`src/rtl/ltc_pkg.sv`:
```
// Shared definitions for the multi-approach traffic-light controller.
//   ltc_state_t : controller phase encoding
//   MAX_DIR     : largest supported number of vehicle approaches
//   ALL_RED     : lamp vector with every approach lit, sliced to NUM_DIR by users
package ltc_pkg;

    typedef enum logic [2:0] {
        ST_GREEN,
        ST_YELLOW,
        ST_ALLRED,
        ST_PED,
        ST_FLASH
    } ltc_state_t;

    localparam int unsigned MAX_DIR = 4;
    localparam logic [MAX_DIR-1:0] ALL_RED = '1;

endpackage

```
`src/rtl/ltc_timer.sv`:
```
// Loadable down-counter used for phase and flash timing.
//   clk      : system clock, rising edge
//   rst      : asynchronous active-low reset, counter returns to RST_VAL
//   load     : load load_val this cycle (overrides counting)
//   load_val : value loaded into the counter
//   zero     : counter currently reads zero; counting stops there
module ltc_timer
    import ltc_pkg::*;
#(
    parameter int              CNT_W   = 8,
    parameter logic [CNT_W-1:0] RST_VAL = '0
) (
    input  logic             clk,
    input  logic             rst,
    input  logic             load,
    input  logic [CNT_W-1:0] load_val,
    output logic             zero
);

    logic [CNT_W-1:0] cnt;

    always_ff @(posedge clk or negedge rst) begin
        if (!rst) begin
            cnt <= RST_VAL;
        end else if (load) begin
            cnt <= load_val;
        end else if (cnt != '0) begin
            cnt <= cnt - 1'b1;
        end
    end

    assign zero = (cnt == '0);

endmodule

```
`src/rtl/ltc_multi.sv`:
```
// Multi-approach traffic-light controller: round-robin greens over NUM_DIR
// approaches, all-red clearance between every green, an exclusive pedestrian
// walk phase on request, and a night mode flashing all approaches yellow.
//   clk      : system clock, rising edge
//   rst      : asynchronous active-low reset
//   ped_req  : pedestrian request level, sampled every cycle
//   night    : night-mode request level, acted on at all-red exit
//   red/yel/grn : per-approach lamps (registered)
//   ped_walk : walk lamp, high only during the pedestrian phase
//   ped_wait : a pedestrian request is latched and not yet served
//
// state     | meaning
// ST_GREEN  | grn[dir] lit, other approaches red
// ST_YELLOW | yel[dir] lit, other approaches red
// ST_ALLRED | clearance, every approach red
// ST_PED    | every approach red, walk lamp lit
// ST_FLASH  | night mode, all yellow blinking, nothing else lit
module ltc_multi
    import ltc_pkg::*;
#(
    parameter int NUM_DIR  = 2,
    parameter int CNT_W    = 8,
    parameter int GREEN_T  = 8,
    parameter int YELLOW_T = 3,
    parameter int ALLRED_T = 1,
    parameter int PED_T    = 6,
    parameter int FLASH_T  = 4
) (
    input  logic               clk,
    input  logic               rst,
    input  logic               ped_req,
    input  logic               night,
    output logic [NUM_DIR-1:0] red,
    output logic [NUM_DIR-1:0] yel,
    output logic [NUM_DIR-1:0] grn,
    output logic               ped_walk,
    output logic               ped_wait
);

    localparam logic [CNT_W-1:0] GREEN_LD  = CNT_W'(GREEN_T - 1);
    localparam logic [CNT_W-1:0] YELLOW_LD = CNT_W'(YELLOW_T - 1);
    localparam logic [CNT_W-1:0] ALLRED_LD = CNT_W'(ALLRED_T - 1);
    localparam logic [CNT_W-1:0] PED_LD    = CNT_W'(PED_T - 1);
    localparam logic [CNT_W-1:0] FLASH_LD  = CNT_W'(FLASH_T - 1);
    localparam logic [1:0]       DIR_LAST  = 2'(NUM_DIR - 1);

    ltc_state_t state, state_nxt;
    logic [1:0] dir, dir_nxt;
    logic       ped_pending, pend_nxt;
    logic       ped_done, done_nxt;
    logic       flash_ph, flash_ph_nxt;

    logic             ph_load, ph_zero, fl_load, fl_zero;
    logic [CNT_W-1:0] ph_val;

    logic [NUM_DIR-1:0] red_nxt, yel_nxt, grn_nxt;
    logic               walk_nxt;

    ltc_timer #(.CNT_W(CNT_W), .RST_VAL(ALLRED_LD)) u_phase_tmr (
        .clk      (clk),
        .rst      (rst),
        .load     (ph_load),
        .load_val (ph_val),
        .zero     (ph_zero)
    );

    ltc_timer #(.CNT_W(CNT_W), .RST_VAL('0)) u_flash_tmr (
        .clk      (clk),
        .rst      (rst),
        .load     (fl_load),
        .load_val (FLASH_LD),
        .zero     (fl_zero)
    );

    always_comb begin
        state_nxt    = state;
        dir_nxt      = dir;
        done_nxt     = ped_done;
        flash_ph_nxt = flash_ph;
        pend_nxt     = ped_pending;
        ph_load      = 1'b0;
        ph_val       = '0;
        fl_load      = 1'b0;

        case (state)
            ST_GREEN: if (ph_zero) begin
                state_nxt = ST_YELLOW;
                ph_load   = 1'b1;
                ph_val    = YELLOW_LD;
            end
            ST_YELLOW: if (ph_zero) begin
                state_nxt = ST_ALLRED;
                ph_load   = 1'b1;
                ph_val    = ALLRED_LD;
            end
            ST_ALLRED: if (ph_zero) begin
                if (night) begin
                    state_nxt    = ST_FLASH;
                    fl_load      = 1'b1;
                    flash_ph_nxt = 1'b1;
                end else if (ped_pending && !ped_done) begin
                    state_nxt = ST_PED;
                    ph_load   = 1'b1;
                    ph_val    = PED_LD;
                end else begin
                    state_nxt = ST_GREEN;
                    dir_nxt   = (dir == DIR_LAST) ? 2'd0 : dir + 2'd1;
                    done_nxt  = 1'b0;
                    ph_load   = 1'b1;
                    ph_val    = GREEN_LD;
                end
            end
            ST_PED: if (ph_zero) begin
                state_nxt = ST_ALLRED;
                done_nxt  = 1'b1;
                ph_load   = 1'b1;
                ph_val    = ALLRED_LD;
            end
            ST_FLASH: if (fl_zero) begin
                flash_ph_nxt = ~flash_ph;
                fl_load      = 1'b1;
                if (!night) begin
                    // Park on the last approach so the rotation resumes at 0.
                    state_nxt = ST_ALLRED;
                    dir_nxt   = DIR_LAST;
                    done_nxt  = 1'b0;
                    ph_load   = 1'b1;
                    ph_val    = ALLRED_LD;
                end
            end
            default: begin
                state_nxt = ST_ALLRED;
                ph_load   = 1'b1;
                ph_val    = ALLRED_LD;
            end
        endcase

        // Requests are not latched while walking or flashing; entering either
        // of those phases also discards whatever was pending.
        if (state == ST_FLASH || state_nxt == ST_FLASH ||
            state == ST_PED   || state_nxt == ST_PED) begin
            pend_nxt = 1'b0;
        end else if (ped_req) begin
            pend_nxt = 1'b1;
        end
    end

    // Lamps are decoded from the next state so the registered outputs line
    // up with the registered state.
    always_comb begin
        red_nxt  = ALL_RED[NUM_DIR-1:0];
        yel_nxt  = '0;
        grn_nxt  = '0;
        walk_nxt = 1'b0;
        case (state_nxt)
            ST_GREEN, ST_YELLOW: begin
                for (int i = 0; i < NUM_DIR; i++) begin
                    if (dir_nxt == 2'(i)) begin
                        red_nxt[i] = 1'b0;
                        if (state_nxt == ST_GREEN) grn_nxt[i] = 1'b1;
                        else                       yel_nxt[i] = 1'b1;
                    end
                end
            end
            ST_PED:   walk_nxt = 1'b1;
            ST_FLASH: begin
                red_nxt = '0;
                yel_nxt = {NUM_DIR{flash_ph_nxt}};
            end
            default: ;
        endcase
    end

    always_ff @(posedge clk or negedge rst) begin
        if (!rst) begin
            state       <= ST_ALLRED;
            dir         <= DIR_LAST;
            ped_pending <= 1'b0;
            ped_done    <= 1'b0;
            flash_ph    <= 1'b0;
            red         <= ALL_RED[NUM_DIR-1:0];
            yel         <= '0;
            grn         <= '0;
            ped_walk    <= 1'b0;
        end else begin
            state       <= state_nxt;
            dir         <= dir_nxt;
            ped_pending <= pend_nxt;
            ped_done    <= done_nxt;
            flash_ph    <= flash_ph_nxt;
            red         <= red_nxt;
            yel         <= yel_nxt;
            grn         <= grn_nxt;
            ped_walk    <= walk_nxt;
        end
    end

    assign ped_wait = ped_pending;

endmodule

```
`config.mk`:
```
export PLATFORM = sky130hd
export DESIGN_NAME = ltc_multi
export DESIGN_NICKNAME = d
export VERILOG_FILES = /design/src/rtl/ltc_pkg.sv /design/src/rtl/ltc_timer.sv /design/src/rtl/ltc_multi.sv
export SDC_FILE = /design/constraint.sdc
export NUM_CORES = 1
export LEC_CHECK = 0
export BUFFER_PORTS_ARGS = -buffer_cell sky130_fd_sc_hd__clkbuf_2
export CORE_MARGIN = 1
export CORE_UTILIZATION = 40
export DETAILED_ROUTE_END_ITERATION = 6
export GPL_TIMING_DRIVEN = 0
export PLACE_DENSITY_LB_ADDON = 0.2
export SYNTH_ARGS = -nofsm -noshare
export SYNTH_HDL_FRONTEND = slang
export SYNTH_SLANG_ARGS = --single-unit
```
`constraint.sdc`:
```
create_clock -name clk -period 6.4 [get_ports clk]
set_clock_uncertainty 0.1 [all_clocks]
set_input_delay 0.32 -clock clk [delete_from_list [all_inputs] [get_ports clk]]
set_output_delay 0.32 -clock clk [all_outputs]
set_load 0.05 [all_outputs]
```
==> out/metrics.yaml <==
cts:
  cts.sinks: 31
  clk_pin_slew_worst_paths_ps: 70
  postCtsResizedCells: 0
  cts_hold_buf: 0
  htree_levels: 2
  clkLatencyLatePin_ps: 280
  cts_setup_buffers: 0
  cts_buffer_depth: 2
  clockRootBuffer: "clkbuf_8"
  cts_tree: "yes"
  numCtsBuffers: 5
timing:
  rsz0062_at_grt: "no"
  worst_slew_pin_slew_ps: 797
  worst_hold_slack_ps: 13.3
  max_slew_margin: 0.469
  fmax_mhz: 400
  layout_setup_ws_ps: 3900
  hold_violations: 0
  setup_viol: 0
  period_needed_ps: 2500
  finalMaxSlewViolations: 0
  fin_crit_sh: 0.391
  finalSetupTns_ps: 0
global_routing:
  antenna_found_initial: 0
  grt_pass1_vias: 1210
  overflow: 0
  grt_max_degree: 32
  gr-usage-all-layers: 0.181
  grt_pass1_wl_mm: 5.80
die:
  die_w_um: 67.3
  die_h_um: 67.3
  coreArea_um2: 4060
  die_area_um2: 4540
  rows: 23
  ios: 12
  start_util: 0.421
setup_path:
  critical_path_buf_inv_count: 1
  cpPeakStageDelay_ps: 540
  cp_max_fo: 6
  cp_data_arrival_time_ps: 2590
  cp_cell_sequence: "inv_1, ha_1, or4b_4, nor4_4, nand3_2, a21oi_4, nor4b_4"
  slowest_stage: "or4b_4"
  end_kind: "flip-flop"
  startpoint_type: "flip-flop"
  cp.required_ps: 6490
  worst-setup-path-type: "flip-flop to flip-flop"
  cp_top_family: "simple AND/OR/NAND/NOR gates"
synthesis:
  synth_area_leaders: "dfrtp_1 40%, dfstp_2 6.2%, nor2_1 4.0%"
  synthMuxAreaShare: 0.00586
  avgSynthCellArea_um2: 10.1
  synth_fa_ha_area_frac: 0.0147
  netlist.area_leader.share: 0.396
  postSynthCellCount: 169
  synth_top_family_by_area: "simple AND/OR/NAND/NOR gates"
  synth_nets: 175
  synth_top_area_cell: "dfrtp_1"
  ys_warn_count: 0
  ys_seq_area_frac: 0.457
  async_reset_ff_frac: 1.00
  synthSimpleGateAreaFrac: 0.291
  syn_area_um2: 1710
  synth_xor_xnor_area_share: 0.0564
  ys_seq_elements: 31
  synth_cell_types: 53
  synth-compound-area-share: 0.136
  synth_edf_count: 0
  synth_top_flop_cell: "dfrtp_1"
outcome:
  outcome: "complete, no violations"
route:
  viasPerCell: 5.47
  drt-total-wl_mm: 3.48
  wl_per_cell_um: 14.6
  ant_nets: 0
  vias: 1302
  drt-initial-drc-count: 85
  first_pass_iters: 4
  drc_errors: 0
final_layout:
  stdcell_area_um2: 1920
  layoutNonFillerInstCount: 238
  multi_input_area_um2: 860
  nets: 193
  final_util: 0.472
  diodes: 0
  drive_gt1_frac: 0.255
  nFillCells: 376
  areaGrowthSynthToFinish_pct: 12.2
  register_area_um2: 781
power_and_ir_drop:
  p_sw_frac: 0.216
  power_mw: 0.362
  p_sw_mw: 0.0782
  powerDensity_nw_per_um2: 189
  ir_drop_mv: 0.132
  internal_power_mw: 0.284
  p_leak_nw: 0.772
  seq_power_share: 0.542
  pwr-share-comb: 0.019
  clockPowerShare: 0.440
place:
  numPortBuffers: 11
  placed_cell_area_um2: 1830
  place.gp.congestion: 0.815
  dp_hpwl_mm: 2.51
  dp_cells: 230
  post-place-ws_ps: 3930
job:
  max_cap_viol_count: 0
min_path:
  hp-class: "input port to asynchronous set/reset pin"
-- final cells by class --
class | count | area share
multi-input cells | 126 | 0.448
plain buffers | 5 | 0.0215
well taps | 50 | 0.0326
clock buffers | 7 | 0.0450
repair buffers | 11 | 0.0287
flip-flops and latches | 31 | 0.407
inverters | 7 | 0.0137
clock inverters | 1 | 0.00261
-- logic make-up (layout without fill, tap and decap cells) --
kind of cell,Yosys count,in the layout
muxes,1,1
buffers and inverters,12,31
DFF,31,31
adders and majority gates,2,2
xor gates and xnor gates,11,11
AOI/OAI and AO/OA,34,34
and+or+nand+nor,78,78
-- cell usage after synthesis (2+ instances only) --
cell type	n
dfrtp_1	27
nor2_1	18
nand2_1	13
a21oi_1	9
o21ai_0	9
inv_1	6
nor3_1	6
xnor2_1	6
nor2b_1	5
xor2_1	5
dfstp_2	4
nand2b_1	4
buf_4	3
nor3b_1	3
a21o_2	2
a31o_2	2
and3_1	2
ha_1	2
nand3_1	2
nor4_1	2
nor4b_1	2
o32ai_1	2
or2_2	2
or3_1	2
or4_1	2
or4b_4	2
-- power by group through the flow --
stage / sequential [mW] / combinational (mW) / clock [mW]
after floorplan: 0.200 / 0.00138 / 0
after global placement: 0.200 / 0.00677 / 0
after detailed placement: 0.200 / 0.00713 / 0
after CTS: 0.196 / 0.00715 / 0.166
after global routing: 0.196 / 0.00757 / 0.176
final: 0.196 / 0.00675 / 0.159
-- final timing paths --
path	startpoint	cells past startpoint	end	slack [ps]
worst max-delay path	u_phase_tmr.cnt[1]	7	grn[0]	3900
worst min-delay path	rst	1	u_phase_tmr.cnt[4]	10
worst max register to register	u_phase_tmr.cnt[1]	7	grn[0]	3900
worst min register to register	flash_ph	1	flash_ph	400
max in group asynchronous	rst	1	u_flash_tmr.cnt[6]	5680
min in group clk	ped_req	3	ped_wait	230
-- registers in the layout, summed over array words and instances, names as in the netlist --
name	cells
ped_done	1
yel	2
grn	2
u_flash_tmr.cnt	8
ped_walk	1
dir	2
red	2
ped_wait	1
state	3
flash_ph	1
u_phase_tmr.cnt	8
-- worst reg2reg max path, delay by kind of cell, from the launching register on --
kind | cells | cell delay, ps
adder cells (fa/ha/maj) | 1 | 260
flip-flops | 1 | 400
AO/OA/AOI/OAI | 1 | 240
buffers and inverters | 1 | 110
AND/OR/NAND/NOR | 4 | 1280
-- cell usage in the layout (no fill, tap or decap), types with 2 or more instances in the layout --
cell	count
or4b_4	2
nor4b_1	2
nand2_1	13
dfstp_2	4
o21ai_0	9
xnor2_1	6
nand2b_1	4
a21oi_1	9
xor2_1	5
inv_1	6
a31o_2	2
and3_1	2
a21o_2	2
nor3b_1	3
dfrtp_1	27
or3_1	2
clkbuf_8	7
nand3_1	2
clkbuf_2	11
ha_1	2
o32ai_1	2
or4_1	2
or2_2	2
buf_4	3
nor4_1	2
nor2_1	18
nor3_1	6
nor2b_1	5
-- routing by layer --
layer	wire length, um	vias to the layer above	GRT usage
li1	-	642	-
met1	1660	640	0.232
met2	1660	16	0.264
met3	115	4	0.0507
met4	54	0	0.117
met5	0	-	0
Power figures use the tool's default switching activity.
